===== src/rtl/regfile_write_demux_if.sv =====
// rtl/regfile_write_demux_if.sv - request/write-port bundle for the windowed register-file write demux
interface regfile_write_demux_if #(
  parameter int NWIN = 4,
  parameter int DW   = 32
);
  localparam int NPHYS = 8 + 16 * NWIN;
  localparam int IW    = $clog2(NPHYS);
  localparam int CW    = $clog2(NWIN);

  logic             req_valid;
  logic             req_ready;
  logic [4:0]       req_rd;
  logic [CW-1:0]    req_cwp;
  logic [DW-1:0]    req_data;
  logic [NPHYS-1:0] wr_en;
  logic [IW-1:0]    wr_idx;
  logic [DW-1:0]    wr_data;
  logic             wr_ready;
  logic             r0_drop;
  logic             fwd_valid;

  // Requester / register-array side
  modport master (
    output req_valid, req_rd, req_cwp, req_data, wr_ready,
    input  req_ready, wr_en, wr_idx, wr_data, r0_drop, fwd_valid
  );

  // Demux side
  modport slave (
    input  req_valid, req_rd, req_cwp, req_data, wr_ready,
    output req_ready, wr_en, wr_idx, wr_data, r0_drop, fwd_valid
  );
endinterface


===== src/rtl/regfile_write_demux.sv =====
// rtl/regfile_write_demux.sv - maps a logical (rd, cwp) write onto one physical register with a one-hot enable
module regfile_write_demux #(
  parameter int NWIN = 4,
  parameter int DW   = 32
) (
  input logic                   i_clk,
  input logic                   i_reset,
  regfile_write_demux_if.slave  io_bus
);
  localparam int NPHYS = 8 + 16 * NWIN;
  localparam int IW    = $clog2(NPHYS);
  localparam int WW    = $clog2(16 * NWIN);

  logic             r_out_valid;
  logic [NPHYS-1:0] r_wr_en;
  logic [IW-1:0]    r_wr_idx;
  logic [DW-1:0]    r_wr_data;
  logic             r_r0_drop;

  logic             w_req_ready;
  logic             w_accept;
  logic             w_retire;
  logic             w_is_r0;
  logic [4:0]       w_rd_off;
  logic [WW-1:0]    w_win_off;
  logic [IW-1:0]    w_phys;

  assign w_req_ready = !r_out_valid || io_bus.wr_ready;
  assign w_accept    = io_bus.req_valid && w_req_ready;
  assign w_retire    = r_out_valid && io_bus.wr_ready;
  assign w_is_r0     = (io_bus.req_rd == 5'd0);

  // Logical-to-physical index: globals pass through, windowed registers wrap within the 16*NWIN ring
  always_comb begin
    w_rd_off  = io_bus.req_rd - 5'd8;
    w_win_off = WW'({io_bus.req_cwp, 4'b0000}) + WW'(w_rd_off);
    if (io_bus.req_rd < 5'd8) begin
      w_phys = IW'(io_bus.req_rd);
    end else begin
      w_phys = IW'(8) + IW'(w_win_off);
    end
  end

  // Single output stage: load on accept (r0 excepted), clear on retire, replace on both
  always_ff @(posedge i_clk) begin
    if (i_reset) begin
      r_out_valid <= 1'b0;
      r_wr_en     <= '0;
      r_wr_idx    <= '0;
      r_wr_data   <= '0;
      r_r0_drop   <= 1'b0;
    end else begin
      r_r0_drop <= w_accept && w_is_r0;
      if (w_accept && !w_is_r0) begin
        r_out_valid <= 1'b1;
        r_wr_idx    <= w_phys;
        r_wr_data   <= io_bus.req_data;
        r_wr_en     <= NPHYS'(1) << w_phys;
      end else if (w_retire) begin
        r_out_valid <= 1'b0;
        r_wr_en     <= '0;
      end
    end
  end

  assign io_bus.req_ready = w_req_ready;
  assign io_bus.wr_en     = r_wr_en;
  assign io_bus.wr_idx    = r_wr_idx;
  assign io_bus.wr_data   = r_wr_data;
  assign io_bus.r0_drop   = r_r0_drop;
  assign io_bus.fwd_valid = r_out_valid;
endmodule


===== src/flat_wrapper.sv =====
// flat-port wrapper written by rule: the top's interface ports become plain ports
module regfile_write_demux_flat 
#(
  parameter int NWIN = 4,
  parameter int DW   = 32
)
  (i_clk, i_reset, io_bus_req_valid, io_bus_req_rd, io_bus_req_cwp, io_bus_req_data, io_bus_wr_ready, io_bus_req_ready, io_bus_wr_en, io_bus_wr_idx, io_bus_wr_data, io_bus_r0_drop, io_bus_fwd_valid);
  regfile_write_demux_if #(.NWIN(NWIN), .DW(DW)) io_bus_i ();
  input logic i_clk;
  input logic i_reset;
  input wire logic [$bits(io_bus_i.req_valid)-1:0] io_bus_req_valid;
  input wire logic [$bits(io_bus_i.req_rd)-1:0] io_bus_req_rd;
  input wire logic [$bits(io_bus_i.req_cwp)-1:0] io_bus_req_cwp;
  input wire logic [$bits(io_bus_i.req_data)-1:0] io_bus_req_data;
  input wire logic [$bits(io_bus_i.wr_ready)-1:0] io_bus_wr_ready;
  output wire logic [$bits(io_bus_i.req_ready)-1:0] io_bus_req_ready;
  output wire logic [$bits(io_bus_i.wr_en)-1:0] io_bus_wr_en;
  output wire logic [$bits(io_bus_i.wr_idx)-1:0] io_bus_wr_idx;
  output wire logic [$bits(io_bus_i.wr_data)-1:0] io_bus_wr_data;
  output wire logic [$bits(io_bus_i.r0_drop)-1:0] io_bus_r0_drop;
  output wire logic [$bits(io_bus_i.fwd_valid)-1:0] io_bus_fwd_valid;
  assign io_bus_i.req_valid = io_bus_req_valid;
  assign io_bus_i.req_rd = io_bus_req_rd;
  assign io_bus_i.req_cwp = io_bus_req_cwp;
  assign io_bus_i.req_data = io_bus_req_data;
  assign io_bus_i.wr_ready = io_bus_wr_ready;
  assign io_bus_req_ready = io_bus_i.req_ready;
  assign io_bus_wr_en = io_bus_i.wr_en;
  assign io_bus_wr_idx = io_bus_i.wr_idx;
  assign io_bus_wr_data = io_bus_i.wr_data;
  assign io_bus_r0_drop = io_bus_i.r0_drop;
  assign io_bus_fwd_valid = io_bus_i.fwd_valid;
  regfile_write_demux #(.NWIN(NWIN), .DW(DW)) u_core (.i_clk(i_clk), .i_reset(i_reset), .io_bus(io_bus_i));
endmodule

===== config.mk =====
export PLATFORM = sky130hd
export DESIGN_NAME = regfile_write_demux_flat
export DESIGN_NICKNAME = d
export VERILOG_FILES = /design/src/rtl/regfile_write_demux_if.sv /design/src/rtl/regfile_write_demux.sv /design/src/flat_wrapper.sv
export SDC_FILE = /design/constraint.sdc
export NUM_CORES = 1
export LEC_CHECK = 0
export ABC_AREA = 1
export CAP_MARGIN = 20
export CORE_ASPECT_RATIO = 0.6
export CORE_MARGIN = 2
export CORE_UTILIZATION = 41
export CTS_CLUSTER_DIAMETER = 60
export DETAILED_ROUTE_END_ITERATION = 6
export GPL_ROUTABILITY_DRIVEN = 0
export PLACE_DENSITY = 0.73
export SETUP_SLACK_MARGIN = 0.3
export SLEW_MARGIN = 20
export SYNTH_ARGS = -nofsm -noshare
export SYNTH_HDL_FRONTEND = slang
export SYNTH_SLANG_ARGS = --single-unit

===== constraint.sdc =====
create_clock -name i_clk -period 2.2 [get_ports i_clk]
set_input_delay 0.33 -clock i_clk [delete_from_list [all_inputs] [get_ports i_clk]]
set_output_delay 0.33 -clock i_clk [all_outputs]
set_load 0.02 [all_outputs]

* After elaboration in Yosys (flattened, before gate mapping)
Index checks and enable logic that the tools add are counted.
Storage, ports and cells: word-level logic and storage cells 24, input bits 43, bits in registers 113, output and inout port bits 114
Operators by class: order comparisons 1, shift operators 1, $add $sub $neg 3, reduce and logical (&&, ||, !) cells 9, mux-type cells 5
Operators with widths (count):
- $mux 72 | 2
- $shl 1x7->72 const A | 1
- $add 4x6->7 const A | 1
- $mux 7 | 1
- $add 6x5->6 | 1
- $logic_not 5->1 | 1
- $lt 5x4->1 const B | 1
- $sub 5x4->5 const B | 1
- $logic_and 1x1->1 | 4
- $logic_not 1->1 | 2
- $mux 1 | 2
- $reduce_bool 2->1 | 1
- $logic_or 1x1->1 | 1

* Logic depth before layout (Yosys ltp)
Gate-level depths: netlist of run 1.
word-level depth 6, gate-level depth with buffers 15

* Worst setup path before layout of run 1
No wires, ideal clock.
path type input to register, from input io_bus_req_rd[3], to register u_core.r_wr_en[23] (netlist: u_core.io_bus.wr_en[23]), arrival 2172 ps, stages on the path 15, setup time 65 ps, slack -37 ps, cell sequence buf_4 > inv_2 > ha_1 > inv_1 > ha_1 > ha_1 > inv_1 > nand2_1 > nand2_2 > inv_1 > buf_2 > nand3_1 > nor2_1 > nor2_1 > nor2_1
Between the ends: longest elaborated chain between the ends 6, elaborated cells between the ends (all ways) 11
Ends and longest elaborated chain:
- start, declared | RTL line flat_wrapper.sv:12 | input wire logic [$bits(io_bus_i.req_rd)-1:0] io_bus_req_rd;
- $sub 5x4->5 | RTL line regfile_write_demux.sv:35 | w_rd_off = io_bus.req_rd - 5'd8;
- $add 6x5->6 | RTL line regfile_write_demux.sv:36 | w_win_off = WW'({io_bus.req_cwp, 4'b0000}) + WW'(w_rd_off);
- $add 4x6->7 | RTL line regfile_write_demux.sv:40 | w_phys = IW'(8) + IW'(w_win_off);
- $mux 7 | RTL line regfile_write_demux.sv:37 | if (io_bus.req_rd < 5'd8) begin
- $shl 1x7->72 | RTL line regfile_write_demux.sv:58 | r_wr_en <= NPHYS'(1) << w_phys;
- $mux 72 | RTL line regfile_write_demux.sv:54 | if (w_accept && !w_is_r0) begin
- end signal, assigned | RTL line regfile_write_demux.sv:58
- end, declared | RTL line regfile_write_demux.sv:15 | logic [NPHYS-1:0] r_wr_en;
Parallel ways exist; a longest one is shown, timed or not. A chain may end at the register's enable or synchronous reset.

* Worst setup path after layout of run 1
from input io_bus_req_cwp[0], to register u_core.r_wr_en[42] (netlist: u_core.io_bus.wr_en[42])
Between the ends: longest elaborated chain between the ends 5
Ends and longest elaborated chain:
- start, declared | RTL line flat_wrapper.sv:13 | input wire logic [$bits(io_bus_i.req_cwp)-1:0] io_bus_req_cwp;
- $add 6x5->6 | RTL line regfile_write_demux.sv:36
- $add 4x6->7 | RTL line regfile_write_demux.sv:40
- $mux 7 | RTL line regfile_write_demux.sv:37
- $shl 1x7->72 | RTL line regfile_write_demux.sv:58
- $mux 72 | RTL line regfile_write_demux.sv:54
No other way between the ends.

==> results of run 1 <==
registers in the layout, summed over array words and instances, names as in the netlist:
name and cells:
u_core.io_bus.r0_drop 1, u_core.io_bus.wr_idx 7, u_core.io_bus.fwd_valid 1, u_core.io_bus.wr_data 32
u_core.io_bus.wr_en 72
per-stage QoR:
step,std cells,TNS (ns),util,hold WS (ns),worst slack [ns]
final,968,0,0.6497,0.3748,0.3468
after global routing,968,0,0.6497,0.3799,0.3052
after CTS,967,0,0.6442,0.4661,0.3511
after detailed placement,935,-30.86,0.5878,0.4577,-0.4607
after global placement,935,-26.00,0.5878,0.4519,-0.3981
after floorplan,652,0,-,0.4937,0.2153
what timing repair did:
item	CTS	global route
pin swaps	3	7
resized for setup	9	15
endpoints found under the setup margin	74	37
cloned	0	1
hold endpoints to repair	0	0
how the worst min path moves through the flow:
stage / slack (ns) / to / startpoint / cells after the start
floorplan: 0.49 / u_core.io_bus.wr_data[0]$_SDFFE_PP0P_ / io_bus_req_data[0] / 2
global placement: 0.45 / u_core.io_bus.wr_en[64]$_SDFFE_PP0P_ / u_core.io_bus.wr_en[64]$_SDFFE_PP0P_ / 2
detailed placement: 0.46 / u_core.io_bus.wr_en[28]$_SDFFE_PP0P_ / u_core.io_bus.wr_en[28]$_SDFFE_PP0P_ / 2
CTS: 0.47 / u_core.io_bus.wr_en[28]$_SDFFE_PP0P_ / u_core.io_bus.wr_en[28]$_SDFFE_PP0P_ / 2
global route: 0.38 / u_core.io_bus.r0_drop$_SDFF_PP0_ / io_bus_req_rd[4] / 5
finish: 0.37 / u_core.io_bus.r0_drop$_SDFF_PP0_ / io_bus_req_rd[4] / 5
per-layer routing:
| layer | routed length [um] | up-vias |
|---|---|---|
| met5 | 0 | - |
| met4 | 202 | 0 |
| met3 | 1178 | 22 |
| met2 | 6274 | 216 |
| met1 | 7240 | 2223 |
| li1 | - | 2377 |
layout make-up:
class,instances,share of cell area
clock inverter,10,0.02155
clock buffer,22,0.06345
sequential,113,0.3092
inverter,49,0.02754
timing repair buffer,186,0.2567
tap,144,0.02463
multi-input combinational,444,0.2969
power by group through the flow:
stage               sequential, uW  clock (uW)  combinational [uW]
floorplan                     2280           0                 456
global placement              2190           0                 855
detailed placement            2200           0                 868
CTS                           2150        2930                 878
global route                  2160        3020                 971
finish                        2160        2890                 907
cell usage after synthesis:
master,instances,area share
nor2_2,1,0.0013
a21oi_1,63,0.067
inv_6,1,0.0019
nand3_1,50,0.053
o21ai_0,38,0.040
clkbuf_1,17,0.014
buf_6,13,0.031
nor3_1,3,0.0032
inv_2,2,0.0016
dfxtp_1,113,0.48
inv_1,46,0.037
buf_4,5,0.0080
nand2_1,112,0.089
nand2_2,2,0.0027
ha_1,3,0.0080
a21boi_2,1,0.0024
nand4_1,4,0.0053
buf_2,10,0.011
nor2_8,1,0.0042
nor2_1,160,0.13
nor2_4,1,0.0024
nand3_2,2,0.0042
nand2_4,2,0.0048
buf_1,1,0.00079
nand3b_1,1,0.0016
critical path: cells and delay by family:
family | cells | cell delay (ns)
AO/OA/AOI/OAI | 1 | 0.14
adder cells (fa/ha/maj) | 2 | 0.47
buffers and inverters | 4 | 0.81
AND/OR/NAND/NOR | 4 | 0.42
cell families (layout without fill, tap and decap cells):
| logic type | Yosys count | in the layout |
|---|---|---|
| and+or+nand+nor | 339 | 339 |
| adders and majority gates | 3 | 3 |
| AOI/OAI and AO/OA | 102 | 102 |
| buffers and inverters | 95 | 267 |
| DFF | 113 | 113 |
==> impl_results.md, run 1 <==
- Std cell rows: 30
- R2R depth: 6
- Clk slew on worst S/H paths: 0.06 ns
- Netlist Area Pre-Place: 4718 um^2
- Synth Instances: 652
- CP max FO: 8
- Yosys warns: 0
- Met1 Usage GRT: 0.3481
- Gr ovfl total: 0
- Via count: 4,838
- P_leak: 0.002781 uW
- Slowest cell on crit path: clkdlybuf4s50_1
- Ratio of final minimum period to clock period: 0.8423
- Clk sinks: 113
- Max-slew violation count: 0
- Routed Antenna Nets: 0
- Antenna violations before repair: 0
- Cell chain of the critical path: clkdlybuf4s50_1, ha_4, ha_4, inv_2, nand2_2, nand2_4, inv_6, buf_12, nor2_4, nand2_1, a21oi_1
- Port bufs: 156
- Status: finished, final reports clean
- Net Sw Power: 1502 uW
- Critical Path Sink: u_core.io_bus.wr_en[42]$_SDFFE_PP0P_
- Post-synthesis cell type count: 25
- CTS Hold Bufs: 0
- Adder-cell area share of the yosys netlist: 0.007955
- R2R Setup Slk: 0.70 ns
- Switching portion of total power: 0.2525
- Measured slew at the worst slew-check pin: 0.7681 ns
- Most used cell, CP: ha_4
- Die area: 12,410 um^2
- Htree depth: 4
- Setup bufs post-CTS: 0
- CTS Buf Count: 17
- Critical Path End Type: flop
- RSZ-0062 raised after global routing: false
- Clock power frac: 0.485
- Maxcap violations: 0
- Worst Setup Path Type: in -> reg
- Setup Skew: 0.004750 ns
- GR peak layer: met1
- PD cells: 813.3 nW/um^2
- Longest Clk Path Bufs: 2
- GRT Util Overall: 0.2408
- Commonest non-fill, non-tap cell in the layout: clkdlybuf4s50_1
- Post-layout minimum cycle time: 1.853 ns
- Met2 Usage GRT: 0.3453
- Synth Area in XOR/XNOR: 0
- Compound-Gate Fraction of Synth Area: 0.1095
- CTS tree: built
- Fmax: 539.6 MHz
- Vert. Die Dim: 87.10 um
- Synth Register Bits: 113
- Total Routed Length: 14,900 um
- Placed inst area: 6619 um^2
- Internal power: 4448 uW
- Register area share after synthesis: 0.4794
- Final Cell Area: 7316 um^2
- First-pass GRT wire length: 23,020 um
- FF-to-FF End: u_core.io_bus.wr_data[30]$_SDFFE_PP0P_
- Worst IR Drop VDD: 0.6142 mV
- Layout cells sized above 1: 0.1359
- Crit Reg-Reg Startpoint: u_core.io_bus.fwd_valid$_SDFFE_PP0P_
- Setup violators final: 0
- FILL cells: 960
- Seq pwr share: 0.362
- CP startpoint kind: primary input
- CTS Root Cell: clkbuf_16
- Total power: 5950 uW
- Dpl hpwl: 10,740 um
- DRT iter0 DRCs: 470
- Vias in the first global route: 4,369
- Vias per cell: 4.998
- DRC: 0
- Synth Net Count: 698
- TritonRoute pass-1 iters: 5
- CP Launch Point: io_bus_req_cwp[0]
- Combinational share of power: 0.152
- Hold crit path type: in -> reg
- Synth Area in Simple Gates: 0.2991
- Initial Util: 0.4190
- Register area: 2262 um^2
- CP Data Required Time: 2.53 ns
- Worst EP arrival: 2.18 ns
- Slew headroom: 0.4879
- CP peak stage delay: 0.53 ns
- Total core area: 11,260 um^2
- Area Growth Syn to Fin: 55.05%
- Final Hold Fails: 0
- Mux share of post-synthesis cell area: 0
- Syn avg cell area: 7.237 um^2
- Area of the multi-input gates: 2172 um^2
- Ports: 157
- ANT cells: 0
- Most frequent cells in the layout: 151 x clkdlybuf4s50_1, 143 x nor2_1, 113 x dfxtp_1
- Largest net degree at the start of global routing: 75
- Final net count: 857
- Avg WL per Cell: 15.39 um
- GRT met3 Usage: 0.07202
- Combinational family with the most area after synthesis: simple AND/OR/NAND/NOR gates
- Worst skew pair latency: 0.41 ns
- DIE WIDTH: 142.5 um
No activity file was read; power rests on OpenSTA's default activity.
==> run 2, diff against run 1 <==
==> constraint.sdc (replaced) <==
create_clock -name i_clk -period 1.6 [get_ports i_clk]
set_input_delay 0.24 -clock i_clk [delete_from_list [all_inputs] [get_ports i_clk]]
set_output_delay 0.24 -clock i_clk [all_outputs]
set_load 0.02 [all_outputs]
==> run 2 against run 1 <==
The run now ends with setup timing left. Clock power up 43%. Setup slack worse by 0.56 ns. Non-clock buffer count up 62. Global-route usage up 5.0 points. Clock skew up 0.0062 ns. Combinational power up 110%. Sequential power up 38%. Largest cell class is now multi-input combinational cells.
==> impl_results.md, run 2 (same netlist as run 1, synthesis figures left out) <==
- Status: finished, violations left
- Failing checks: setup timing
- Antenna violations before repair: 0
- Port bufs: 156
- Largest register FFs: 72
- DIE WIDTH: 142.5 um
- Fmax: 552.7 MHz
- PD cells: 1049 nW/um^2
- Final net count: 922
- GRT Util Overall: 0.2909
- Worst IR Drop VDD: 0.8598 mV
- ANT cells: 0
- Routed Antenna Nets: 0
- Area Growth Syn to Fin: 82.76%
- Initial Util: 0.4190
- Post-layout minimum cycle time: 1.809 ns
- Clk slew on worst S/H paths: 0.06 ns
- Setup violators final: 36
- CP startpoint kind: primary input
- Longest Clk Path Bufs: 2
- DRT iter0 DRCs: 687
- R2R depth: 7
- CTS Root Cell: clkbuf_16
- Clk sinks: 113
- Gr ovfl total: 0
- Most frequent cells in the layout: 111 x dfxtp_1, 109 x nor2_1, 104 x nand2_1
- First-pass GRT wire length: 27,740 um
- Setup ws final: -0.2093 ns
- Ratio of final minimum period to clock period: 1.131
- CTS Hold Bufs: 0
- Layout cells sized above 1: 0.4601
- Largest net degree at the start of global routing: 75
- CP Data Required Time: 1.94 ns
- Die area: 12,410 um^2
- Hold crit path type: in -> reg
- P_leak: 0.003464 uW
- Avg WL per Cell: 20.95 um
- Commonest non-fill, non-tap cell in the layout: dfxtp_1
- Via count: 5,789
- Worst Hold Depth: 5
- Maxcap violations: 0
- DRC: 0
- Fin util: 0.7658
- Std cell rows: 30
- TritonRoute pass-1 iters: 6
- Critical Path End Type: flop
- Final Hold Fails: 0
- Vert. Die Dim: 87.10 um
- Max-slew violation count: 0
- Htree depth: 4
- Slew headroom: 0.5242
- Setup TNS: -1.682 ns
- Vias per cell: 5.604
- Worst skew pair latency: 0.43 ns
- CP max FO: 5
- Vias in the first global route: 5,211
- Worst Setup Path Type: in -> reg
- Ports: 157
- CTS tree: built
- Total Routed Length: 21,640 um
- Dpl hpwl: 10,980 um
- CTS Buf Count: 17
- Worst EP arrival: 2.15 ns
- RSZ-0062 raised after global routing: true
- Total core area: 11,260 um^2
- Measured slew at the worst slew-check pin: 0.7129 ns
- Setup Skew: 0.01096 ns
- FILL cells: 671
run 2: changes by cell type in the layout (fill, tap and decap cells not counted), sizes merged, moves of 5 or more:
cell           before  now
clkdlybuf4s15       0   50
clkdlybuf4s50     151   34
clkbuf             24   40
buf                31  137
inv                49   54
run 2: final cells by class:
class	count	area, um^2	area share
repair buffers	248	2461	0.2854
multi-input cells	445	2851	0.3307
inverters	49	214.0	0.02481
repair inverters	2	15.01	0.001741
clock inverters	14	205.2	0.02380
clock buffers	18	429.2	0.04977
flip-flops and latches	113	2267	0.2629
well taps	144	180.2	0.02089
run 2: report_power, final:
part / leakage, uW / switching (uW) / internal, uW / total, uW
clock: 0.000302 / 1500 / 2630 / 4130
combinational: 0.00224 / 1090 / 830 / 1920
sequential: 0.000921 / 80.0 / 2910 / 2990
total: 0.00346 / 2680 / 6370 / 9050
run 2: routing by layer:
| metal | global-route usage | wire length [um] | vias up |
|---|---|---|---|
| li1 | - | - | 2526 |
| met1 | 0.3963 | 9322 | 2747 |
| met2 | 0.4467 | 9308 | 419 |
| met3 | 0.07312 | 2029 | 97 |
| met4 | 0.1134 | 981 | 0 |
| met5 | 0 | 0 | - |
run 2: timing repair:
action	in CTS	in global routing
setup endpoints to repair	226	154
pin swaps	52	45
buffers inserted	19	13
cloned	8	5
gates resized for setup	435	221
run 2: worst paths after layout:
path	from	endpoint	slack, ns
worst min register to register	u_core.io_bus.wr_en[28]$_SDFFE_PP0P_	u_core.io_bus.wr_en[28]$_SDFFE_PP0P_	0.46
worst max register to register	u_core.io_bus.fwd_valid$_SDFFE_PP0P_	u_core.io_bus.wr_en[26]$_SDFFE_PP0P_	0.07
worst max-delay path	io_bus_req_rd[3]	u_core.io_bus.wr_en[68]$_SDFFE_PP0P_	-0.21
worst min-delay path	io_bus_wr_ready	u_core.io_bus.fwd_valid$_SDFFE_PP0P_	0.29
run 2: through the flow:
stage          std cells  cell area [um^2]  hold slack (ns)  worst slack, ns  power (uW)
6_report            1033              8623           0.2874          -0.2093        9045
5_1_grt             1033              8623           0.3076          -0.2136        9217
4_1_cts             1015              8167           0.2535          0.01992        8605
3_5_place_dp         956              6822           0.4559          -0.9907        4272
3_3_place_gp         956              6822           0.4564          -0.9379        4234
2_1_floorplan        652              4949           0.4037          -0.2947        3762
run 2: critical path, cell delays in order:
cell,delay (ns)
buf_8,0.09
inv_8,0.03
ha_4,0.24
inv_2,0.03
ha_4,0.27
ha_4,0.19
inv_2,0.05
nand2_2,0.06
nand2_4,0.12
buf_4,0.14
buf_6,0.12
nand2_1,0.07
nor2_1,0.17
nand3_1,0.16
a21oi_2,0.18
